## config.mk

```make
export PLATFORM = sky130hd
export DESIGN_NAME = fetch_unit
export DESIGN_NICKNAME = d
export VERILOG_FILES = /design/src/rtl/cpu_pkg.sv /design/src/rtl/next_pc_logic.sv /design/src/rtl/fetch_unit.sv
export SDC_FILE = /design/constraint.sdc
export NUM_CORES = 1
export LEC_CHECK = 0
export CORE_ASPECT_RATIO = 0.75
export CORE_MARGIN = 1
export CORE_UTILIZATION = 35
export CTS_BUF_LIST = sky130_fd_sc_hd__clkbuf_16
export DETAILED_ROUTE_END_ITERATION = 12
export DONT_BUFFER_PORTS = 1
export HOLD_SLACK_MARGIN = 0.08
export RECOVER_POWER = 25
export SYNTH_ARGS = -nofsm -noshare
export SYNTH_HDL_FRONTEND = slang
export SYNTH_SLANG_ARGS = --single-unit
```

## constraint.sdc

```tcl
create_clock -name clk -period 2.57 [get_ports clk]
set_input_delay 0.6425 -clock clk [delete_from_list [all_inputs] [get_ports clk]]
set_output_delay 0.6425 -clock clk [all_outputs]
set_load 0.01 [all_outputs]
```

## src/rtl/cpu_pkg.sv

```systemverilog
// Shared CPU definitions: opcode/funct constants used by controlUnit and the
// fetch stage, fetch FSM state encodings and instruction field helpers.
package cpu_pkg;

  localparam logic [5:0] OP_RTYPE = 6'h00;
  localparam logic [5:0] OP_J     = 6'h02;
  localparam logic [5:0] OP_JAL   = 6'h03;
  localparam logic [5:0] OP_BEQ   = 6'h04;
  localparam logic [5:0] OP_BNE   = 6'h05;
  localparam logic [5:0] OP_ADDI  = 6'h08;

  localparam logic [5:0] FUNCT_SLL = 6'h00;
  localparam logic [5:0] FUNCT_JR  = 6'h08;

  localparam int unsigned OPCODE_LSB = 26;
  localparam int unsigned FUNCT_LSB  = 0;
  localparam int unsigned IMM_LSB    = 0;

  typedef logic [1:0] fetch_state_t;
  localparam fetch_state_t ST_REQ  = 2'd0;
  localparam fetch_state_t ST_WAIT = 2'd1;
  localparam fetch_state_t ST_EXEC = 2'd2;

  function automatic logic [5:0] opcode_of(input logic [31:0] word);
    return word[OPCODE_LSB +: 6];
  endfunction

  function automatic logic [5:0] funct_of(input logic [31:0] word);
    return word[FUNCT_LSB +: 6];
  endfunction

  function automatic logic [31:0] imm_sext(input logic [31:0] word);
    return {{16{word[IMM_LSB + 15]}}, word[IMM_LSB +: 16]};
  endfunction

endpackage

```

## src/rtl/next_pc_logic.sv

```systemverilog
// Next-PC selection: jr > j/jal > taken beq/bne > sequential.
// Pure combinational, all arithmetic wraps modulo 2^ADDR_WIDTH.
module next_pc_logic
  import cpu_pkg::*;
#(
  parameter int unsigned ADDR_WIDTH = 10
) (
  input  logic [ADDR_WIDTH-1:0] pc_plus1,
  input  logic [31:0]           instr,
  input  logic [31:0]           rs_data,
  input  logic                  Branch,
  input  logic                  Jump,
  input  logic                  PcSrc,
  input  logic                  alu_zero,
  output logic [ADDR_WIDTH-1:0] next_pc
);

  logic [5:0]            op;
  logic [ADDR_WIDTH-1:0] imm;
  logic [ADDR_WIDTH-1:0] branch_target;
  logic                  taken;
  logic                  unused;

  assign op            = opcode_of(instr);
  assign imm           = ADDR_WIDTH'(imm_sext(instr));
  assign branch_target = pc_plus1 + imm;
  // opcode bit 0 distinguishes bne (1) from beq (0)
  assign taken         = op[0] ? !alu_zero : alu_zero;
  assign unused        = ^{instr, rs_data};

  // controlUnit does not raise Jump for jal, so its opcode is decoded here
  always_comb begin
    next_pc = pc_plus1;
    if (PcSrc) begin
      next_pc = rs_data[ADDR_WIDTH-1:0];
    end else if (Jump || op == OP_JAL) begin
      next_pc = instr[ADDR_WIDTH-1:0];
    end else if (Branch && taken) begin
      next_pc = branch_target;
    end
  end

endmodule

```

## src/rtl/fetch_unit.sv

```systemverilog
// Multi-cycle fetch stage: owns the PC, requests words from a variable-latency
// instruction memory with timeout/reissue, and presents the instruction register.
module fetch_unit
  import cpu_pkg::*;
#(
  parameter int unsigned           ADDR_WIDTH = 10,
  parameter logic [ADDR_WIDTH-1:0] RESET_PC   = '0,
  parameter int unsigned           TIMEOUT    = 15
) (
  input  logic                  clk,
  input  logic                  rst,
  output logic                  imem_req,
  output logic [ADDR_WIDTH-1:0] imem_addr,
  input  logic                  imem_rvalid,
  input  logic [31:0]           imem_rdata,
  input  logic                  stall,
  input  logic                  Branch,
  input  logic                  Jump,
  input  logic                  PcSrc,
  input  logic                  alu_zero,
  input  logic [31:0]           rs_data,
  output logic [31:0]           instr,
  output logic                  instr_valid,
  output logic [5:0]            opCode,
  output logic [5:0]            funct,
  output logic [ADDR_WIDTH-1:0] pc_out,
  output logic [ADDR_WIDTH-1:0] pc_plus1,
  output logic                  imem_err
);

  localparam int unsigned CW = $clog2(TIMEOUT + 1);

  fetch_state_t          state;
  logic [ADDR_WIDTH-1:0] pc;
  logic [ADDR_WIDTH-1:0] next_pc;
  logic [CW-1:0]         wait_cnt;

  always_ff @(posedge clk) begin
    if (rst) begin
      state    <= ST_REQ;
      pc       <= RESET_PC;
      instr    <= '0;
      imem_err <= 1'b0;
      wait_cnt <= '0;
    end else begin
      case (state)
        ST_REQ: begin
          wait_cnt <= '0;
          state    <= ST_WAIT;
        end
        ST_WAIT: begin
          // a response on the timeout cycle is still accepted
          if (imem_rvalid) begin
            instr <= imem_rdata;
            state <= ST_EXEC;
          end else if (wait_cnt == CW'(TIMEOUT)) begin
            imem_err <= 1'b1;
            state    <= ST_REQ;
          end else begin
            wait_cnt <= wait_cnt + CW'(1);
          end
        end
        ST_EXEC: begin
          if (!stall) begin
            pc    <= next_pc;
            state <= ST_REQ;
          end
        end
        default: state <= ST_REQ;
      endcase
    end
  end

  // request is suppressed while reset is held so it first appears after release
  assign imem_req    = (state == ST_REQ) && !rst;
  assign imem_addr   = pc;
  assign instr_valid = (state == ST_EXEC);
  assign opCode      = opcode_of(instr);
  assign funct       = funct_of(instr);
  assign pc_out      = pc;
  assign pc_plus1    = pc + ADDR_WIDTH'(1);

  next_pc_logic #(
    .ADDR_WIDTH (ADDR_WIDTH)
  ) u_next_pc (
    .pc_plus1 (pc_plus1),
    .instr    (instr),
    .rs_data  (rs_data),
    .Branch   (Branch),
    .Jump     (Jump),
    .PcSrc    (PcSrc),
    .alu_zero (alu_zero),
    .next_pc  (next_pc)
  );

endmodule

```

==> out/results.ini, run 1 <==
[logic_synthesis]
synth.distinct_cells=56
post_synth_inst_count=368
synth_async_sr_flop_share_pct=0
synth_area_sq_mm=0.00285
yosys_warnings=0
mappedNetlistNets=452
ys_seq_elements=49
seq_area_frac_synth_pct=34.4
synth_ff_type=dfxtp_1
syn_avg_cell_area_sq_um=7.75
synth_enable_flop_cells=0

[run_status]
run_status=complete, no violations

[setup_path]
worst_setup_path_startpoint=imem_addr[0]$_SDFFE_PP0P_
rr_endpoint=imem_addr[7]$_SDFFE_PP0P_
critical_path_required_ns=2.77
critical_path_cell_with_the_highest_stage_delay=dfxtp_2
worstSetupStartpointType=flip-flop
cpPeakStageDelay_ns=0.38
sort_of_element_at_the_end_of_the_critical_path=flip-flop
path_buf_inv=0
cp_cell_sequence=and2_4 -> nand2_1 -> xnor2_1 -> ha_1 -> o21ai_1 -> or2_1 -> a221oi_2 -> o32a_2 -> a32oi_1 -> a211oi_1
ff2ff_path_depth=10
kind_of_critical_path=flip-flop to flip-flop
crit_arrival_ns=2.61
worst_setup_path_endpoint=imem_addr[7]$_SDFFE_PP0P_
cp.depth=10
timing.critical_path.fanout_max=4
regToRegSetupSlack_ns=0.16
crit-reg2reg-launch=imem_addr[0]$_SDFFE_PP0P_
worst_path_dominant_cell_family=compound AO/OA/AOI/OAI gates

[routing]
firstDrtPassIters=5
vias_per_cell=5.52
detail_route.drc_violations=0
detailedRoute.firstIterationViolations=201
detailroute.via_count=2600
ant_nets=0
finalWirelength_um=8200
route.detailed.wl_per_inst_um=17.4

[global_routing]
track_usage_pct=19.6
grt_first_pass_wirelength_um=13000
globalRouteOverflowTotal=0
met3_usage_pct=7.79
groute.layer.met2.usage_pct=30.7
first_global_vias=2513
global_route.peak_usage_layer=met2
grt_use_met1_pct=25.4
largest_net_degree_at_the_start_of_global_routing=51
antenna_found_initial=1

[timing]
max_slew_margin_pct=64.7
final-setup-viol-count=0
fmax_ghz=0.414
layout_min_cycle_time_ns=2.41
worst-slew-pin-transition_ns=0.530
report.final.slew_viol_count=0
hold_viol_final=0
fin_worst_skew_ns=0.00522
share_of_the_cycle_needed_by_the_critical_path_after_routing_pct=93.9
final.setup.worst_slack_ns=0.157
finalSetupTns_ns=0
rsz0062_at_grt=false

[layout]
nFillCells=841
synthToLayoutAreaGrowth_pct=10.6
final_non_filler_cell_total=471
layout-drive-gt1-share_pct=15.1
final_nets=448

[cts]
worstSkewPairLatency_ns=0.28
ctsRootBufferMaster=clkbuf_16
numClockSinks=49
cts_tree=built
htreeDepth=2
max-clock-path-buffers=2
clock_buffers_created_by_tritoncts=5
clk_pin_slew_worst_paths_ns=0.07

[floorplan]
die_outline_area_sq_mm=0.00851
core_area_sq_mm=0.00788
die_width_um=106
number_of_cell_rows=28
ports_placed_on_the_boundary=149
initial_utilization_pct=36.2
die_height_um=80.2

[run]
maxCapViolations=0

[power]
relative_contribution_of_the_clock_network_to_total_power_pct=41.3
power_density_of_the_placed_cells_mw_per_mm2=562
p_leak_uw=0.00120
worst_ir_drop_vdd_v=0.000390
internal_power_contribution_uw=1320
power.share.combinational_pct=11.6
power.net_switching_uw=449
sw_frac_of_total_pct=25.3
seq_power_share_pct=47.1

[placement]
detailed_place_hpwl_um=6070
dp_cells=461
detailedPlace.worstSlack_ns=0.0736
buffer_ports.inserted=0
place.gp.congestion=0.836

[worst_hold_path]
hp-class=input pin to flip-flop

## registers in the layout, indices dropped and copies added (netlist names)
register and flops:
imem_err 1, wait_cnt 4, instr 32, imem_addr 10, state 2
## how the worst min path moves through the flow
stage / start / endpoint / slack (ns) / depth (start not counted)
after floorplan: wait_cnt[1]$_SDFFE_PP0P_ / wait_cnt[1]$_SDFFE_PP0P_ / 0.48 / 2
after CTS: rst / instr[10]$_SDFFE_PP0P_ / 0.42 / 1
final: rst / instr[10]$_SDFFE_PP0P_ / 0.42 / 1
after global placement: instr[11]$_SDFFE_PP0P_ / instr[11]$_SDFFE_PP0P_ / 0.48 / 2
after detailed placement: instr[21]$_SDFFE_PP0P_ / instr[21]$_SDFFE_PP0P_ / 0.49 / 2
after global routing: rst / instr[4]$_SDFFE_PP0P_ / 0.41 / 1
## power by group through the flow
stage / sequential [uW] / clock [uW] / combinational [uW]
2_1_floorplan: 846 / 0 / 173
3_3_place_gp: 851 / 0 / 194
3_5_place_dp: 852 / 0 / 199
4_1_cts: 835 / 747 / 200
5_1_grt: 840 / 785 / 230
6_report: 835 / 733 / 205
## layer usage
metal	up-vias	wire length [um]	share of wire (%)
li1	1266	-	-
met3	8	885	11
met4	0	64	0.78
met1	1208	3700	45
met2	118	3560	43
met5	-	0	0
## cell usage after synthesis (2+ instances only)
| cell type | number | area (sq um) |
|---|---|---|
| ha_1 | 11 | 138 |
| xor2_1 | 3 | 26.3 |
| o211ai_1 | 3 | 22.5 |
| dfxtp_1 | 49 | 981 |
| nand2_1 | 81 | 304 |
| a211oi_1 | 9 | 67.6 |
| clkbuf_1 | 9 | 33.8 |
| nor3_1 | 9 | 45.0 |
| and2_1 | 2 | 12.5 |
| mux2i_1 | 3 | 30.0 |
| buf_2 | 8 | 40.0 |
| nor4_1 | 4 | 25.0 |
| a32oi_1 | 2 | 17.5 |
| inv_1 | 4 | 15.0 |
| or3_1 | 4 | 25.0 |
| nand2b_1 | 3 | 18.8 |
| nand4_1 | 3 | 18.8 |
| o41ai_1 | 2 | 17.5 |
| a21oi_1 | 44 | 220 |
| a21o_1 | 4 | 30.0 |
| a31o_2 | 2 | 17.5 |
| and2b_1 | 2 | 15.0 |
| o311ai_1 | 2 | 17.5 |
| nor2_1 | 25 | 93.8 |
| o21ai_0 | 10 | 50.1 |
| buf_4 | 22 | 165 |
| and3_1 | 4 | 25.0 |
| nand3_1 | 9 | 45.0 |
| xnor2_1 | 8 | 70.1 |
## cell families after synthesis
logic type,Yosys count,share of synthesized area (%)
AND/OR/NAND/NOR,153,23.7
AO/OA/AOI/OAI,95,22.0
flip-flops,49,34.4
buffers and inverters,44,9.31
XOR/XNOR,12,3.95
adder cells (fa/ha/maj),12,5.53
multiplexers,3,1.05
## cell type report
class                   count  area [sq um]  share of cell area, %
well taps                 105           131                   4.17
multi-input cells         275          1640                   52.0
diodes                      1          2.50                 0.0794
inverters                   4          15.0                  0.476
flip-flops and latches     49           983                   31.2
repair buffers             29           218                   6.91
clock inverters             3          37.5                   1.19
clock buffers               5           125                   3.97
## stage by stage
step | cell area, sq um | hold slack, ns | power (uW) | utilization [%]
finish | 3150 | 0.424 | 1770 | 40.0
global route | 3150 | 0.415 | 1860 | 40.0
CTS | 3100 | 0.417 | 1780 | 39.4
detailed placement | 2940 | 0.490 | 1050 | 37.3
global placement | 2940 | 0.484 | 1050 | 37.3
floorplan | 2850 | 0.479 | 1020 | -
## placed cells by master (no fill, tap or decap), drive strengths merged, types with 3 or more instances in the layout
cell type / count
nand2: 82
dfxtp: 49
a21oi: 44
buf: 29
nor2: 25
o21ai: 11
ha: 11
nand3: 9
nor3: 9
xnor2: 9
a211oi: 9
inv: 5
clkbuf: 5
and3: 4
or3: 4
a21o: 4
nor4: 4
nand4: 3
nand2b: 3
mux2i: 3
o211ai: 3
xor2: 3
o311ai: 3
and2: 3
## what timing repair did
action,CTS,global route
buffers inserted,0,1
hold buffers,0,0
resized for setup,0,10
endpoints found under the setup margin,0,5
## worst reg2reg max path, cell delays in order (launching register included)
cell	delay (ns)
dfxtp_2	0.38
and2_4	0.19
nand2_1	0.07
xnor2_1	0.16
ha_1	0.34
o21ai_1	0.11
or2_1	0.26
a221oi_2	0.30
o32a_2	0.20
a32oi_1	0.10
a211oi_1	0.22
No activity file was read; power rests on OpenSTA's default activity.
==> run 2, diff against run 1 <==
--- a/config.mk
+++ b/config.mk
@@ -5,6 +5,7 @@
 export SDC_FILE = /design/constraint.sdc
 export NUM_CORES = 1
 export LEC_CHECK = 0
+export CAP_MARGIN = 25
 export CORE_ASPECT_RATIO = 0.75
 export CORE_MARGIN = 1
 export CORE_UTILIZATION = 35
==> results of run 2 <==
No change in the layout: final DEF, timing and power equal those of run 1.
